## src/rtl/multicycle_pkg.sv

```systemverilog
// Shared constants for the RV32I multicycle sequencer: state encodings,
// default opcodes, ALU operation codes and the opcode class record.
package multicycle_pkg;

    localparam logic [2:0] S_IDLE   = 3'd0;
    localparam logic [2:0] S_FETCH  = 3'd1;
    localparam logic [2:0] S_DECODE = 3'd2;
    localparam logic [2:0] S_EXEC   = 3'd3;
    localparam logic [2:0] S_MEM    = 3'd4;
    localparam logic [2:0] S_WB     = 3'd5;
    localparam logic [2:0] S_TRAP   = 3'd6;

    localparam logic [6:0] OPC_R      = 7'b0110011;
    localparam logic [6:0] OPC_LOAD   = 7'b0000011;
    localparam logic [6:0] OPC_STORE  = 7'b0100011;
    localparam logic [6:0] OPC_BRANCH = 7'b1100011;
    localparam logic [6:0] OPC_IMM    = 7'b0010011;

    localparam logic [1:0] ALUOP_ADD   = 2'b00;
    localparam logic [1:0] ALUOP_SUB   = 2'b01;
    localparam logic [1:0] ALUOP_FUNCT = 2'b10;

    typedef struct packed {
        logic r;
        logic imm;
        logic load;
        logic store;
        logic branch;
        logic illegal;
    } opclass_t;

endpackage

```

## src/rtl/multicycle_control_opclass_decode.sv

```systemverilog
// Combinational opcode classifier: one-hot {r, imm, load, store, branch, illegal}.
module opclass_decode
    import multicycle_pkg::*;
#(
    parameter logic [6:0] OP_R      = OPC_R,
    parameter logic [6:0] OP_LOAD   = OPC_LOAD,
    parameter logic [6:0] OP_STORE  = OPC_STORE,
    parameter logic [6:0] OP_BRANCH = OPC_BRANCH,
    parameter logic [6:0] OP_IMM    = OPC_IMM
) (
    input  logic [6:0] opcode,
    output opclass_t   opclass
);

    always_comb begin
        opclass = '0;
        case (opcode)
            OP_R:      opclass.r       = 1'b1;
            OP_IMM:    opclass.imm     = 1'b1;
            OP_LOAD:   opclass.load    = 1'b1;
            OP_STORE:  opclass.store   = 1'b1;
            OP_BRANCH: opclass.branch  = 1'b1;
            default:   opclass.illegal = 1'b1;
        endcase
    end

endmodule

```

## src/rtl/multicycle_control.sv

```systemverilog
// Multicycle FETCH/DECODE/EXEC/MEM/WB sequencer sharing one memory port.
// Optional: define ILLEGAL_TRAP_EN to trap unknown opcodes (adds port illegal).
module multicycle_control
    import multicycle_pkg::*;
#(
    parameter logic [6:0] OP_R      = OPC_R,
    parameter logic [6:0] OP_LOAD   = OPC_LOAD,
    parameter logic [6:0] OP_STORE  = OPC_STORE,
    parameter logic [6:0] OP_BRANCH = OPC_BRANCH,
    parameter logic [6:0] OP_IMM    = OPC_IMM
) (
    input  logic       clk,
    input  logic       rstn,
    input  logic [6:0] opcode,
    input  logic       memready,
    output logic       pcwrite,
    output logic       pcwritecond,
    output logic       irwrite,
    output logic       iord,
    output logic       memread,
    output logic       memwrite,
    output logic       memtoreg,
    output logic       alusrc,
    output logic       regwrite,
    output logic       branch,
    output logic [1:0] aluop,
    output logic       instdone,
    output logic [2:0] state
`ifdef ILLEGAL_TRAP_EN
    ,
    output logic       illegal
`endif
);

    logic [2:0] state_d;
    logic [6:0] opreg;
    opclass_t   dec_cls;
    opclass_t   reg_cls;

    // DECODE classifies the live opcode; later states use the latched copy.
    opclass_decode #(
        .OP_R(OP_R), .OP_LOAD(OP_LOAD), .OP_STORE(OP_STORE),
        .OP_BRANCH(OP_BRANCH), .OP_IMM(OP_IMM)
    ) u_dec_live (
        .opcode  (opcode),
        .opclass (dec_cls)
    );

    opclass_decode #(
        .OP_R(OP_R), .OP_LOAD(OP_LOAD), .OP_STORE(OP_STORE),
        .OP_BRANCH(OP_BRANCH), .OP_IMM(OP_IMM)
    ) u_dec_reg (
        .opcode  (opreg),
        .opclass (reg_cls)
    );

    // NOTE: reset is sampled on the clock edge and state uses non-blocking
    // assignments so every register updates from pre-edge values.
    always_ff @(posedge clk) begin
        if (!rstn) begin
            state <= S_IDLE;
            opreg <= '0;
        end else begin
            state <= state_d;
            if (state == S_DECODE) opreg <= opcode;
        end
    end

    // NOTE: every output gets a default first so no path infers a latch.
    always_comb begin
        state_d     = state;
        pcwrite     = 1'b0;
        pcwritecond = 1'b0;
        irwrite     = 1'b0;
        iord        = 1'b0;
        memread     = 1'b0;
        memwrite    = 1'b0;
        memtoreg    = 1'b0;
        alusrc      = 1'b0;
        regwrite    = 1'b0;
        branch      = 1'b0;
        aluop       = ALUOP_ADD;
        instdone    = 1'b0;

        case (state)
            S_IDLE: state_d = S_FETCH;
            S_FETCH: begin
                memread = 1'b1;
                if (memready) begin
                    irwrite = 1'b1;
                    pcwrite = 1'b1;
                    state_d = S_DECODE;
                end
            end
            S_DECODE: begin
                if (!dec_cls.illegal) begin
                    state_d = S_EXEC;
                end else begin
`ifdef ILLEGAL_TRAP_EN
                    state_d = S_TRAP;
`else
                    instdone = 1'b1;
                    state_d  = S_FETCH;
`endif
                end
            end
            S_EXEC: begin
                state_d = S_FETCH;
                if (reg_cls.r) begin
                    aluop   = ALUOP_FUNCT;
                    state_d = S_WB;
                end else if (reg_cls.imm) begin
                    alusrc  = 1'b1;
                    state_d = S_WB;
                end else if (reg_cls.load || reg_cls.store) begin
                    alusrc  = 1'b1;
                    state_d = S_MEM;
                end else if (reg_cls.branch) begin
                    aluop       = ALUOP_SUB;
                    branch      = 1'b1;
                    pcwritecond = 1'b1;
                    instdone    = 1'b1;
                end
            end
            S_MEM: begin
                iord     = 1'b1;
                alusrc   = 1'b1;
                memread  = reg_cls.load;
                memwrite = reg_cls.store;
                if (memready) begin
                    if (reg_cls.load) begin
                        state_d = S_WB;
                    end else begin
                        instdone = reg_cls.store;
                        state_d  = S_FETCH;
                    end
                end
            end
            S_WB: begin
                regwrite = 1'b1;
                memtoreg = reg_cls.load;
                instdone = 1'b1;
                state_d  = S_FETCH;
            end
`ifdef ILLEGAL_TRAP_EN
            S_TRAP:  state_d = S_TRAP;
`endif
            default: state_d = S_IDLE;
        endcase
    end

`ifdef ILLEGAL_TRAP_EN
    assign illegal = (state == S_TRAP);
`endif

endmodule
```

## config.mk

```make
export PLATFORM = sky130hd
export DESIGN_NAME = multicycle_control
export DESIGN_NICKNAME = d
export VERILOG_FILES = /design/src/rtl/multicycle_pkg.sv /design/src/rtl/multicycle_control_opclass_decode.sv /design/src/rtl/multicycle_control.sv
export SDC_FILE = /design/constraint.sdc
export NUM_CORES = 1
export LEC_CHECK = 0
export CORE_AREA = 2 2 48 50
export CTS_CLUSTER_SIZE = 28
export DETAILED_ROUTE_END_ITERATION = 7
export DIE_AREA = 0 0 50 52
export SYNTH_ARGS = -nofsm -noshare
export SYNTH_HDL_FRONTEND = slang
export SYNTH_SLANG_ARGS = --single-unit
export TNS_END_PERCENT = 100
```

## constraint.sdc

```tcl
create_clock -name clk -period 4.54 [get_ports clk]
set_clock_uncertainty 0.2 [all_clocks]
set_input_delay 0.908 -clock clk [delete_from_list [all_inputs] [get_ports clk]]
set_output_delay 0.908 -clock clk [all_outputs]
set_load 0.03 [all_outputs]
```

After elaboration in Yosys (flattened, before gate mapping) --
Cells that the tools add are included.
Cells by class: eq/ne operators 17, muxes and demuxes 38, reduce and logical (&&, ||, !) cells 5
Operator list (count):
- == test 7 x 6 -> 1 bit (second input constant) | 4
- 2-to-1 mux 1 bit | 25
- 2-to-1 mux 3 bit | 6
- case mux 3 bit (5 select lines) | 1
- == test 7 x 2 -> 1 bit (second input constant) | 2
- == test 7 x 5 -> 1 bit (second input constant) | 2
- == test 7 bit (second input constant) | 2
- == test 3 x 2 -> 1 bit (second input constant) | 2
- == test 3 bit (second input constant) | 2
- 2-to-1 mux 2 bit | 3
- OR reduction 5 bit | 1
- != test 2 bit (second input constant) | 2
- case mux 1 bit (2 select lines) | 2
- case mux 1 bit (4 select lines) | 1
- == test 3 x 1 -> 1 bit (second input constant) | 1
- logical NOT 3 bit | 1
- AND reduction 2 bit | 1
- OR reduction 2 bit | 1
- logical OR 1 bit | 1
Word-level totals: register bits 10, input port bits 10, output and inout bits 16, logic and storage cells 62

Logic depth before layout (Yosys ltp) --
Gate-level depths: netlist (run 1).
depth in word-level cells 7, mapped depth 5, mapped depth without buffers 5

Hierarchy --
From an unflattened synthesis (run 1), not the netlist that was laid out.
Second synthesis, totals: cell total of the unflattened synthesis 87, area total of the unflattened synthesis 777.0 sq um
By module, submodules not included:
- multicycle_control | instances 1, cells an instance 65, area an instance 576.8 sq um, seq. area each 200.2 sq um
- opclass_decode | instances 2, cells an instance 11, area an instance 100.1 sq um, seq. area each 0.0 sq um

Worst setup path after synthesis (run 1) --
Ideal clock, no wire load.
path type register to output, start reg state[2], end out memtoreg, arrival 1.975 ns, required time 3.432 ns, slack 1.457 ns, cell stages (with the launch flop) 4, path buffers 0, path through dfxtp_1 nand2_1 or2_1 nor4b_1
On the way: cells in the longest elaborated chain, start to end 2
RTL lines:
- from (decl) | RTL line multicycle_control.sv:28 | output logic [2:0] state
- from (signal assigned) | RTL line multicycle_control.sv:64 | state <= state_d;
- == test 3 bit | RTL line multicycle_control.sv:85 | case (state)
- 2-to-1 mux 1 bit | RTL line multicycle_control.sv:85
- to (decl) | RTL line multicycle_control.sv:22 | output logic memtoreg,
No other way between the ends.

Worst setup path after layout (run 1) --
start in opcode[5], end out instdone
On the way: cells in the longest elaborated chain, start to end 4, elaborated cells on any way between the ends 8, those cells by class 5 x eq/ne; 2 x mux; 1 x reduce/logical
RTL lines:
- from (decl) | RTL line multicycle_control.sv:14 | input logic [6:0] opcode,
- == test 7 x 6 -> 1 bit (tied with other cells) | RTL line multicycle_control_opclass_decode.sv:17 | case (opcode)
- OR reduction 5 bit (no line) *
- 2-to-1 mux 1 bit * | RTL line multicycle_control.sv:96 | if (!dec_cls.illegal) begin
- case mux 1 bit (4 select lines) * | RTL line multicycle_control.sv:85
- to (decl) | RTL line multicycle_control.sv:27 | output logic instdone,
Every way passes the cells marked *; elsewhere a longest branch is shown, timed or not.

==> results of run 1 <==
## kinds of logic (layout without fill, tap and decap cells)
logic type | Yosys count | count (layout) | synth area share, %
DFF | 10 | 10 | 27.92
adders and majority gates | 1 | 1 | 1.745
muxes | 1 | 1 | 1.396
buffers and inverters | 7 | 29 | 6.282
and+or+nand+nor | 40 | 40 | 36.48
AOI/OAI and AO/OA | 26 | 26 | 26.18
## state kept, by name, indices dropped and copies added (netlist names)
name   flops
opreg      7
state      3
## critical path: stages
cell,delay [ps]
clkdlybuf4s50_1,530
nand2b_4,70
a2111oi_4,360
nor3_1,80
o31a_1,290
clkdlybuf4s50_1,590
## layout make-up
cell class / instances / area (um2) / share of cell area [%]
clock buffers: 3 / 22.52 / 2.290
well taps: 28 / 35.03 / 3.562
inverters: 1 / 3.754 / 0.3817
multi-input cells: 68 / 471.7 / 47.96
flip-flops and latches: 10 / 200.2 / 20.36
repair buffers: 25 / 250.2 / 25.45
## path summary, 6_finish.rpt
kind,start,to,slack [ps]
hold / removal,opreg[2],opreg[2],280
setup reg to reg,state[1],opreg[3],2700
setup / recovery,opcode[5],instdone,610
hold reg to reg,opreg[2],opreg[2],280
## layer usage
metal | wire (um) | GRT usage (%) | vias up
li1 | - | - | 354
met1 | 892 | 20.46 | 328
met2 | 789 | 21.49 | 13
met3 | 30 | 1.724 | 2
met4 | 27 | 9.722 | 0
met5 | 0 | 0 | -
## synth_stat cells, types with 2 or more instances
master / instances / area share [%]
a21boi_1: 7 / 7.3
a21oi_1: 2 / 1.4
a41o_1: 2 / 2.8
and3_1: 2 / 1.7
buf_4: 3 / 3.1
clkbuf_1: 2 / 1.0
dfxtp_1: 10 / 28
nand2_1: 12 / 6.3
nand2b_1: 4 / 3.5
nand3b_1: 3 / 3.1
nor2_1: 5 / 2.6
nor3_1: 2 / 1.4
nor4b_1: 2 / 2.4
o21ai_0: 9 / 6.3
o21ai_1: 2 / 1.4
## power by group
part           switching, W  internal [W]
registers        0.00000597     0.0000902
logic             0.0000184     0.0000192
clock network     0.0000304     0.0000306
total             0.0000548      0.000140
## per-stage QoR
stage | total power [W] | setup slack (ps) | utilization (%) | area (um2) | hold slack, ps
final | 0.0001948 | 607.5 | 46.70 | 983.4 | 282.6
after global routing | 0.0002039 | 541.0 | 46.70 | 983.4 | 328.5
after CTS | 0.0001967 | 596.9 | 46.70 | 983.4 | 284.8
after detailed placement | 0.0001359 | 605.1 | 45.63 | 960.9 | 273.9
after global placement | 0.0001357 | 600.7 | 45.63 | 960.9 | 266.5
after floorplan | 0.0001175 | 1457 | - | 716.9 | 252.7
==> metrics.md, run 1 <==
| Metric | Value |
|---|---|
| Status | finished clean |
| N_diodes | 0 |
| Remaining Overflow, GRT | 0 |
| Wire per inst | 12.89 um |
| Post-cts resize count | 0 |
| Syn_nets | 96 |
| Vias in the first global route | 596 |
| # fillers | 206 |
| Max Slew Vio Count | 0 |
| DPL Wire Length | 1.260 mm |
| Initial Utilization | 34.05% |
| All-layer global routing usage | 14.79% |
| Peak supply drop | 0.1371 mV |
| Skew-Pair Late Insertion Delay | 260 ps |
| Residual DRC | 0 |
| Setup Buffers After CTS | 0 |
| Pwr per Cell Area | 198.1 nW/um2 |
| Via density | 5.163 |
| Relative slew margins | 63.02% |
| Setup tns final | 0 ps |
| Nets | 120 |
| TritonCTS buffer count | 3 |
| GPL Wtd Cong | 0.7519 |
| H-Tree Depth | 1 |
| Worst Setup End Kind | output port |
| Most common cell after layout, fill and taps aside | clkdlybuf4s50_1 |
| Layout cells sized above 1 | 7.477% |
| Post-synth ARST share | 0% |
| DR pass1 iterations | 4 |
| Number of synthesized flops with an enable pin | 0 |
| Critical path launch point type | input port |
| Most frequent cells in the layout | 25 x clkdlybuf4s50_1, 12 x nand2_1, 10 x dfxtp_1 |
| Primary FF master, synth | dfxtp_1 |
| CTS tree | done |
| Post-layout min period | 3933 ps |
| Area grow syn2layout | 37.17% |
| Vias | 697 |
| Final Hold Fails | 0 |
| WL final | 1.740 mm |
| Site row count | 17 |
| Clock sink count | 10 |
| Vert. Die Dim | 52 um |
| IO Pins | 26 |
| Syn avg cell area | 8.435 um2 |
| Antenna-violating nets left | 0 |
| Crit path arrival time | 2820 ps |
| Synthesized flop and latch total | 10 |
| Leakage | 0.3505 nW |
| FMAX | 254.3 MHz |
| Hold WC Path Type | flip-flop to flip-flop |
| Initial DRC count | 16 |
| Placed cells | 132 |
| Worst EP required | 3430 ps |
| Hold Path Stages | 2 |
| Warnings from Yosys | 0 |
| Critical-path maximum fanout | 2 |
| Die ar. | 2600 um2 |
| RSZ-0062 raised after global routing | no |
| Unique cell type count in the Yosys netlist | 33 |
| Actual slew at the worst max-slew pin | 554.0 ps |
| Reg clk slew, reported paths | 60 ps |
| Die width | 50 um |
| Post-CTS Hold Fix Bufs | 0 |
| Fin crit share | 86.62% |
| IO buf count | 25 |
| Max Cap Viol | 0 |
| Pin count of the biggest net entering global routing | 19 |
| Core ar. | 2106 um2 |
| First-pass GRT wire length | 2.870 mm |
| Register area share after synthesis | 27.92% |
| Synth Instances | 85 |
| Reg2Reg Depth | 4 |
| Non-Filler Instances | 135 |
| Initial antenna violation count | 0 |
| Max clock buf depth | 2 |
| Clk root buf | clkbuf_4 |
| Setup CP Type | input port to output port |
| Netlist Area Pre-Place | 716.9 um2 |
| # setup viols final | 0 |
No activity file was read; power rests on OpenSTA's default activity.
==> run 2, diff against run 1 <==
SKIP_CTS_REPAIR_TIMING = 1   (was unset)
==> results of run 2 <==
No change in the layout: final DEF, timing and power equal those of run 1.
==> run 3, diff against run 2 <==
RECOVER_POWER = 100   (was unset)
==> metrics.md, run 3 (synthesized netlist as in run 1, its figures left out) <==
| Metric | Value |
|---|---|
| Skew-Pair Late Insertion Delay | 260 ps |
| IO Pins | 26 |
| RSZ-0062 raised after global routing | no |
| DR pass1 iterations | 4 |
| Antenna-violating nets left | 0 |
| Largest register FFs | 7 |
| Layout cells sized above 1 | 6.542% |
| IO buf count | 25 |
| Initial Utilization | 34.05% |
| Reg2Reg Depth | 4 |
| Final Hold Fails | 0 |
| Worst Setup End Kind | output port |
| H-Tree Depth | 1 |
| Reg clk slew, reported paths | 60 ps |
| Pin count of the biggest net entering global routing | 19 |
| CTS tree | done |
| Actual slew at the worst max-slew pin | 516.9 ps |
| CP max-delay cell | dlygate4sd3_1 |
| Switch share | 27.83% |
| GPL Wtd Cong | 0.7519 |
| Most frequent cells in the layout | 19 x dlygate4sd3_1, 12 x nand2_1, 10 x dfxtp_1 |
| N_diodes | 0 |
| Relative slew margins | 65.49% |
| Internal | 0.0001382 W |
| Clk root buf | clkbuf_4 |
| Worst EP required | 3430 ps |
| Register area | 200.2 um2 |
| Critical Path Stages | 6 |
| Most common cell after layout, fill and taps aside | dlygate4sd3_1 |
| Clock sink count | 10 |
| Vias | 695 |
| Critical path launch point type | input port |
| Post-layout min period | 4084 ps |
| Crit path arrival time | 2980 ps |
| DPL Wire Length | 1.260 mm |
| Sequential Power Share | 50.1% |
| Initial antenna violation count | 0 |
| Largest regs | opreg: 7 flops, state: 3 flops |
| CP Buf/Inv Count | 2 |
| Crit-path leading delay family | buffers and inverters |
| Remaining Overflow, GRT | 0 |
| Pwr per Cell Area | 195.2 nW/um2 |
| Combinational share of power | 18.5% |
| # setup viols final | 0 |
| Switching pwr | 0.00005330 W |
| DP Area | 960.9 um2 |
| Residual DRC | 0 |
| First-pass GRT wire length | 2.870 mm |
| Area grow syn2layout | 36.82% |
| Critical Path, Cell by Cell | dlygate4sd3_1 > nand2b_4 > a2111oi_4 > nor3_1 > o31a_1 > dlygate4sd3_1 |
| Max Cap Viol | 0 |
| FMAX | 244.9 MHz |
| Max Slew Vio Count | 0 |
| Vias in the first global route | 596 |
| Fin crit share | 89.95% |
| Peak supply drop | 0.1332 mV |
| Reg2Reg Launch Point | state[1] |
| Final instance area | 980.9 um2 |
| Hold WC Path Type | flip-flop to flip-flop |
| Setup CP Type | input port to output port |
| R2R Path End | opreg[3] |
| Vert. Die Dim | 52 um |
| Top reg by flops | opreg |
| TritonCTS buffer count | 3 |
| Reg2Reg Setup Slack | 2580 ps |
| Worst Hold End | opreg[2] |
| Clk pwr share | 31.3% |
| Status | finished clean |
| Via density | 5.148 |
| # fillers | 207 |
| Min-delay src | opreg[2] |
| Worst path most repeated cell | dlygate4sd3_1 |
| Nets | 120 |
| Max clock buf depth | 2 |
| Leakage | 0.3973 nW |
| Site row count | 17 |
| Wire per inst | 12.84 um |
| WL final | 1.733 mm |
| Die width | 50 um |
| Initial DRC count | 19 |
| Critical path's largest stage delay | 680 ps |
| Critical-path maximum fanout | 2 |
| Hold Path Stages | 2 |
| All-layer global routing usage | 14.79% |
| Core ar. | 2106 um2 |
| Die ar. | 2600 um2 |
| Multi-input gate area | 469.2 um2 |
| Setup tns final | 0 ps |
## run 3: cell count changes in the layout (fill, tap and decap cells not counted)
cell	change
a21boi_0	+6
a21boi_1	-6
clkdlybuf4s50_1	-19
dlygate4sd3_1	+19
nor2_1	+1
nor2_2	-1
## run 3: worst min-delay path: stages, from the launching register on
cell      delay (ps)
dfxtp_1          310
o21ai_0           60
a21boi_0          70
## run 3: worst max-delay path by stage
stage | start | endpoint | slack (ps)
floorplan | state[2] | memtoreg | 1460
global placement | opcode[5] | instdone | 600
detailed placement | opcode[5] | instdone | 610
CTS | opcode[5] | instdone | 600
global route | opcode[5] | instdone | 380
finish | opcode[5] | instdone | 460
## run 3: routing by layer
metal	track usage (%)	share of wire, %
met5	0	0
met3	1.724	3.1
met2	21.49	46
met4	9.722	1.6
met1	20.46	49
## run 3: power groups by stage
stage                     logic [W]  clock network, W  registers, W
after floorplan           0.0000205                 0     0.0000970
after global placement    0.0000377                 0     0.0000981
after detailed placement  0.0000376                 0     0.0000983
after CTS                 0.0000378         0.0000627     0.0000961
after global routing      0.0000382         0.0000666     0.0000968
final                     0.0000355         0.0000600     0.0000960
## run 3: metrics by stage
stage	cells	setup slack (ps)	total power (W)	hold WS, ps	utilization [%]
4_1_cts	135	596.9	0.0001967	284.8	46.70
6_report	135	456.3	0.0001915	293.5	46.58
3_5_place_dp	132	605.1	0.0001359	273.9	45.63
3_3_place_gp	132	600.7	0.0001357	266.5	45.63
2_1_floorplan	85	1457	0.0001175	252.7	-
5_1_grt	135	382.2	0.0002017	344.9	46.58
## run 3: area by class of cell
| type | instances | share of cell area, % |
|---|---|---|
| clock buffer | 3 | 2.296 |
| inverter | 1 | 0.3827 |
| multi-input combinational | 68 | 47.83 |
| sequential | 10 | 20.41 |
| tap | 28 | 3.571 |
| timing repair buffer | 25 | 25.51 |
